## config.mk

```make
export PLATFORM = sky130hd
export DESIGN_NAME = wb_regfile_stage_flat
export DESIGN_NICKNAME = d
export VERILOG_FILES = /design/src/rtl/wb_regfile_stage_pkg.sv /design/src/rtl/wb_regfile_stage_if.sv /design/src/rtl/wb_regfile_stage_align.sv /design/src/rtl/wb_regfile_stage.sv /design/src/flat_wrapper.sv
export SDC_FILE = /design/constraint.sdc
export NUM_CORES = 2
export LEC_CHECK = 0
export CAP_MARGIN = 20
export CORE_UTILIZATION = 60
export CTS_CLUSTER_DIAMETER = 150
export DETAILED_ROUTE_END_ITERATION = 12
export GPL_ROUTABILITY_DRIVEN = 0
export PLACE_DENSITY = 0.79
export SLEW_MARGIN = 20
export SYNTH_ARGS = -nofsm -noshare
export SYNTH_HDL_FRONTEND = slang
export SYNTH_HIERARCHICAL = 1
export SYNTH_SLANG_ARGS = --single-unit
```

## constraint.sdc

```tcl
create_clock -name clock -period 40.5 [get_ports clock]
set_input_delay 6.075 -clock clock [delete_from_list [all_inputs] [get_ports clock]]
set_output_delay 6.075 -clock clock [all_outputs]
set_load 0.1 [all_outputs]
```

## src/rtl/wb_regfile_stage_pkg.sv

```systemverilog
// riscv_pkg: shared RV32I datapath widths and load funct3 encodings.
package riscv_pkg;
   localparam int XLEN       = 32;
   localparam int REG_ADDR_W = 5;
   localparam logic [2:0] F3_LB  = 3'b000;
   localparam logic [2:0] F3_LH  = 3'b001;
   localparam logic [2:0] F3_LW  = 3'b010;
   localparam logic [2:0] F3_LBU = 3'b100;
   localparam logic [2:0] F3_LHU = 3'b101;
endpackage

```

## src/rtl/wb_regfile_stage_if.sv

```systemverilog
// wb_regfile_stage_if: EX/WB register fields in, ID read ports and committed-write export out.
interface wb_regfile_stage_if
   import riscv_pkg::*;
#(
   parameter int CNT_W = 32
);
   logic                  regwrite_in;
   logic                  memtoreg_in;
   logic [XLEN-1:0]       alu_result_in;
   logic [XLEN-1:0]       mem_data_in;
   logic [2:0]            load_fmt_in;
   logic [REG_ADDR_W-1:0] rd_in;
   logic [REG_ADDR_W-1:0] rs1_addr;
   logic [REG_ADDR_W-1:0] rs2_addr;
   logic [XLEN-1:0]       rs1_data;
   logic [XLEN-1:0]       rs2_data;
   logic                  wb_we_out;
   logic [REG_ADDR_W-1:0] wb_rd_out;
   logic [XLEN-1:0]       wb_data_out;
   logic [CNT_W-1:0]      wb_count;
   modport master (
      output regwrite_in, memtoreg_in, alu_result_in, mem_data_in, load_fmt_in, rd_in,
             rs1_addr, rs2_addr,
      input  rs1_data, rs2_data, wb_we_out, wb_rd_out, wb_data_out, wb_count
   );
   modport slave (
      input  regwrite_in, memtoreg_in, alu_result_in, mem_data_in, load_fmt_in, rd_in,
             rs1_addr, rs2_addr,
      output rs1_data, rs2_data, wb_we_out, wb_rd_out, wb_data_out, wb_count
   );
endinterface

```

## src/rtl/wb_regfile_stage_align.sv

```systemverilog
// wb_load_align: picks the byte/half lane of a loaded word and sign- or zero-extends it.
module wb_load_align
   import riscv_pkg::*;
(
   input  logic [XLEN-1:0] mem_data_i,
   input  logic [1:0]      addr_lo_i,
   input  logic [2:0]      load_fmt_i,
   output logic [XLEN-1:0] data_o
);
   logic [7:0]  byte_v;
   logic [15:0] half_v;
   // Halfword lane uses only addr bit 1; bit 0 of a misaligned half is ignored.
   always_comb begin
      byte_v = mem_data_i[{addr_lo_i, 3'b000} +: 8];
      half_v = addr_lo_i[1] ? mem_data_i[31:16] : mem_data_i[15:0];
      data_o = load_fmt_i == F3_LB  ? {{(XLEN-8){byte_v[7]}}, byte_v} :
               load_fmt_i == F3_LH  ? {{(XLEN-16){half_v[15]}}, half_v} :
               load_fmt_i == F3_LBU ? {{(XLEN-8){1'b0}}, byte_v} :
               load_fmt_i == F3_LHU ? {{(XLEN-16){1'b0}}, half_v} :
                                      mem_data_i;
   end
endmodule

```

## src/rtl/wb_regfile_stage.sv

```systemverilog
// wb_regfile_stage: writeback select/align, 32-entry register file with two read ports, commit counter.
// Define WB_REGFILE_BYPASS_EN to make a same-cycle write visible on the read ports (write-through).
module wb_regfile_stage
   import riscv_pkg::*;
#(
   parameter int NREGS = 32,
   parameter int CNT_W = 32
)(
   input  logic clock,
   input  logic reset,
   wb_regfile_stage_if.slave bus
);
   logic [XLEN-1:0]  load_val;
   logic [XLEN-1:0]  wb_data;
   logic             we;
   logic             byp1;
   logic             byp2;
   logic [XLEN-1:0]  regs_q [NREGS];
   logic [CNT_W-1:0] cnt_q;
   logic [CNT_W-1:0] cnt_d;

   wb_load_align u_align (
      .mem_data_i (bus.mem_data_in),
      .addr_lo_i  (bus.alu_result_in[1:0]),
      .load_fmt_i (bus.load_fmt_in),
      .data_o     (load_val)
   );

   assign wb_data = bus.memtoreg_in ? load_val : bus.alu_result_in;
   assign we      = bus.regwrite_in && bus.rd_in != '0;
   assign cnt_d   = cnt_q + 1'b1;

`ifdef WB_REGFILE_BYPASS_EN
   assign byp1 = we && bus.rs1_addr == bus.rd_in;
   assign byp2 = we && bus.rs2_addr == bus.rd_in;
`else
   assign byp1 = 1'b0;
   assign byp2 = 1'b0;
`endif

   // x0 is never written, but reads are still forced to zero so bypass cannot leak into it.
   assign bus.rs1_data    = bus.rs1_addr == '0 ? '0 : byp1 ? wb_data : regs_q[bus.rs1_addr];
   assign bus.rs2_data    = bus.rs2_addr == '0 ? '0 : byp2 ? wb_data : regs_q[bus.rs2_addr];
   assign bus.wb_we_out   = we;
   assign bus.wb_rd_out   = bus.rd_in;
   assign bus.wb_data_out = wb_data;
   assign bus.wb_count    = cnt_q;

   always_ff @(posedge clock or posedge reset) begin
      if (reset) begin
         for (int i = 0; i < NREGS; i++) regs_q[i] <= '0;
         cnt_q <= '0;
      end else if (we) begin
         regs_q[bus.rd_in] <= wb_data;
         cnt_q             <= cnt_d;
      end
   end
endmodule
```

## src/flat_wrapper.sv

```systemverilog
// flat-port wrapper written by rule: the top's interface ports become plain ports
module wb_regfile_stage_flat import riscv_pkg::*;
#(
   parameter int NREGS = 32,
   parameter int CNT_W = 32
)
  (clock, reset, bus_regwrite_in, bus_memtoreg_in, bus_alu_result_in, bus_mem_data_in, bus_load_fmt_in, bus_rd_in, bus_rs1_addr, bus_rs2_addr, bus_rs1_data, bus_rs2_data, bus_wb_we_out, bus_wb_rd_out, bus_wb_data_out, bus_wb_count);
  wb_regfile_stage_if #(.CNT_W(CNT_W)) bus_i ();
  input  logic clock;
  input  logic reset;
  input wire logic [$bits(bus_i.regwrite_in)-1:0] bus_regwrite_in;
  input wire logic [$bits(bus_i.memtoreg_in)-1:0] bus_memtoreg_in;
  input wire logic [$bits(bus_i.alu_result_in)-1:0] bus_alu_result_in;
  input wire logic [$bits(bus_i.mem_data_in)-1:0] bus_mem_data_in;
  input wire logic [$bits(bus_i.load_fmt_in)-1:0] bus_load_fmt_in;
  input wire logic [$bits(bus_i.rd_in)-1:0] bus_rd_in;
  input wire logic [$bits(bus_i.rs1_addr)-1:0] bus_rs1_addr;
  input wire logic [$bits(bus_i.rs2_addr)-1:0] bus_rs2_addr;
  output wire logic [$bits(bus_i.rs1_data)-1:0] bus_rs1_data;
  output wire logic [$bits(bus_i.rs2_data)-1:0] bus_rs2_data;
  output wire logic [$bits(bus_i.wb_we_out)-1:0] bus_wb_we_out;
  output wire logic [$bits(bus_i.wb_rd_out)-1:0] bus_wb_rd_out;
  output wire logic [$bits(bus_i.wb_data_out)-1:0] bus_wb_data_out;
  output wire logic [$bits(bus_i.wb_count)-1:0] bus_wb_count;
  assign bus_i.regwrite_in = bus_regwrite_in;
  assign bus_i.memtoreg_in = bus_memtoreg_in;
  assign bus_i.alu_result_in = bus_alu_result_in;
  assign bus_i.mem_data_in = bus_mem_data_in;
  assign bus_i.load_fmt_in = bus_load_fmt_in;
  assign bus_i.rd_in = bus_rd_in;
  assign bus_i.rs1_addr = bus_rs1_addr;
  assign bus_i.rs2_addr = bus_rs2_addr;
  assign bus_rs1_data = bus_i.rs1_data;
  assign bus_rs2_data = bus_i.rs2_data;
  assign bus_wb_we_out = bus_i.wb_we_out;
  assign bus_wb_rd_out = bus_i.wb_rd_out;
  assign bus_wb_data_out = bus_i.wb_data_out;
  assign bus_wb_count = bus_i.wb_count;
  wb_regfile_stage #(.NREGS(NREGS), .CNT_W(CNT_W)) u_core (.clock(clock), .reset(reset), .bus(bus_i));
endmodule
```

==> results_dict.tcl <==
set metrics [dict create \
    syn-cell-area_mm2 0.0555 \
    cts.path.max_buffers 3 \
    timing.final.crit_period_ps 17090 \
    cts_tree "yes" \
    dr.first_iter.drc_count 6669 \
    clockRootBuffer "clkbuf_16" \
    dp_hpwl_um 101000 \
    grt_usage 0.389 \
    detailedRoute.firstPassIterationCount 8 \
    max-vdd-ir-drop_mv 0.0590 \
    yosys_warnings 6 \
    required_ps 34420 \
    setup_viol 0 \
    vias_per_cell 7.13 \
    slew_headroom 0.164 \
    antenna_left 0 \
    power.density_mw_per_mm2 54.1 \
    cts_setup_buffers 0 \
    nets 5020 \
    wire_per_inst_um 29.1 \
    p_leak_nw 26.0 \
    fmax_ghz 0.0585 \
    drc_errors 0 \
    seq_area_frac_synth 0.476 \
    rrSetupSlack_ps 38500 \
    cts_buffers 109 \
    crit_end "bus_rs1_data[9]" \
    yosysTopAreaCell "dfrtp_1" \
    netlist_top_cells_area "dfrtp_1 (48%), mux4_2 (18%), nand2_1 (5.1%), o21ai_0 (5.0%), a21oi_1 (3.6%)" \
    slew_violations 0 \
    coreArea_mm2 0.0917 \
    die_w_um 306 \
    finalCritPeriodShare 0.422 \
    p_total_mw 3.34 \
    areaGrowthSynthToFinish_pct 11.0 \
    seqCellArea_mm2 0.0264 \
    dieArea_mm2 0.0937 \
    fin_skew_ps 4.17 \
    async_flop_share 1.00 \
    ys_ff_latch 1056 \
    num_rows 111 \
    arrival_ps 11010 \
    io_pins 220 \
    antenna_found_initial 5 \
    max-cap-violations 0 \
    grt_max_degree 172 \
    cts_sinks 1056 \
    min_path_type "reg2reg" \
    port_buffers 219 \
    synth_ff_type "dfrtp_1" \
    r2r_cells 4 \
    synth-edff-count 0 \
    drive_gt1_frac 0.185 \
    crit_path_max_fanout 74 \
    netlist-cell-type-count 60 \
    initial_core_util 0.605 \
    synth_top_area_frac 0.476 \
    rsz0062_at_grt "no" \
    tns_ps 0 \
    clk_latency_ps 700 \
    worstReg2RegStart "u_core/bus.wb_count[3]" \
    startpoint_type "input pin" \
    grt_first_pass_wirelength_um 271000 \
    hold_viol 0 \
    reg2reg_to "u_core/bus.wb_count[28]" \
    syn-num-nets 5139 \
    cts_max_level 3 \
    die_y_um 306 \
    grt.overflow.total 0 \
    fill_cells 6429 \
    grt_pass1_vias 43700 \
    critPathKind "in2out" \
    startpoint "bus_rs1_addr[2]" \
    cts_resized 0 \
    clkTransAtPathRegs_ps 60 \
    cp-end-kind "primary output" \
    tightest_slew_ps 1250 \
    wl_um 180000 \
    multi_input_area_mm2 0.0266 \
    synth_common_cells "dfrtp_1 (1056), nand2_1 (750), o21ai_0 (555), mux4_2 (448), nor2_1 (401)" \
    via_count 44200 \
    status "complete, no violations" \
    cts_hold_buf 0 \
    avgSynthCellArea_um2 11.0 \
    syn_inst 5052 \
    yosysMostFrequentCell "dfrtp_1" \
]
placed cells by master, fill, tap and decap left out, drive strengths merged, types with 5 or more instances in the layout:
cell,count
a211oi,66
a21o,7
a21oi,395
a221o,7
a221oi,18
a22oi,64
a2bb2oi,7
a311oi,64
and3,6
buf,114
bufinv,13
clkbuf,156
clkdlybuf4s50,208
clkinv,26
dfrtp,1056
inv,38
mux2,67
mux2i,162
mux4,448
nand2,750
nand2b,5
nand3,20
nand3b,8
nand4,19
nor2,412
nor2b,76
o2111ai,46
o21ai,691
o22a,7
xnor2,27
how the worst min path moves through the flow:
stage	from	end	slack (ps)	cells past startpoint
floorplan	u_core/regs_q[1000]	u_core/regs_q[1000]	440	1
global placement	u_core/regs_q[1020]	u_core/regs_q[1020]	380	0
detailed placement	u_core/regs_q[1018]	u_core/regs_q[1018]	380	0
CTS	u_core/regs_q[1018]	u_core/regs_q[1018]	400	0
global route	u_core/regs_q[1008]	u_core/regs_q[1008]	410	0
finish	u_core/regs_q[992]	u_core/regs_q[992]	390	0
state kept, by name, indices dropped and copies added, names as in the netlist:
register and count:
u_core/regs_q 1024, u_core/bus.wb_count 32
routing by layer:
| layer | GRT usage | up-vias | wire (um) |
|---|---|---|---|
| met5 | 0 | - | 56 |
| met4 | 0.232 | 8 | 12200 |
| met3 | 0.107 | 780 | 23900 |
| met2 | 0.581 | 3462 | 80800 |
| met1 | 0.515 | 21900 | 63400 |
| li1 | - | 18100 | - |
worst max-delay path, stage by stage:
cell	delay, ps
buf_8	490
buf_4	630
buf_4	870
mux4_2	370
o2111ai_1	120
a311oi_1	1020
clkdlybuf4s50_1	1310
logic make-up after synthesis:
| logic type | share of synthesized area |
|---|---|
| fa+ha+maj | 0.000225 |
| xor+xnor | 0.00489 |
| flops | 0.476 |
| mux | 0.225 |
| compound gates | 0.143 |
| simple gates | 0.0988 |
| buf+inv | 0.0525 |
report_power, final:
| part | total [mW] | switching, mW | internal [mW] |
|---|---|---|---|
| Sequential | 1.45 | 0.178 | 1.27 |
| Clock | 1.06 | 0.430 | 0.633 |
| Combinational | 0.823 | 0.471 | 0.352 |
| Total | 3.34 | 1.08 | 2.26 |
through the flow:
stage,hold WS [ps],cell area (um^2),worst slack [ps],utilization,instances
6_report,395,61600,23410,0.672,6208
5_1_grt,410,61600,23310,0.672,6206
4_1_cts,398,61500,23510,0.671,6201
3_5_place_dp,385,57700,23530,0.630,6003
3_3_place_gp,377,57700,23480,0.629,6001
2_1_floorplan,441,55500,4700,-,5052
layout make-up:
| type | instances | area share |
|---|---|---|
| Tap cell | 1186 | 0.0241 |
| Multi-Input combinational cell | 3405 | 0.432 |
| Antenna cell | 2 | 0.0000812 |
| Clock inverter | 42 | 0.00934 |
| Inverter | 39 | 0.00254 |
| Sequential cell | 1056 | 0.429 |
| Clock buffer | 156 | 0.0522 |
| Timing Repair Buffer | 322 | 0.0507 |
Power figures use the tool's default switching activity.
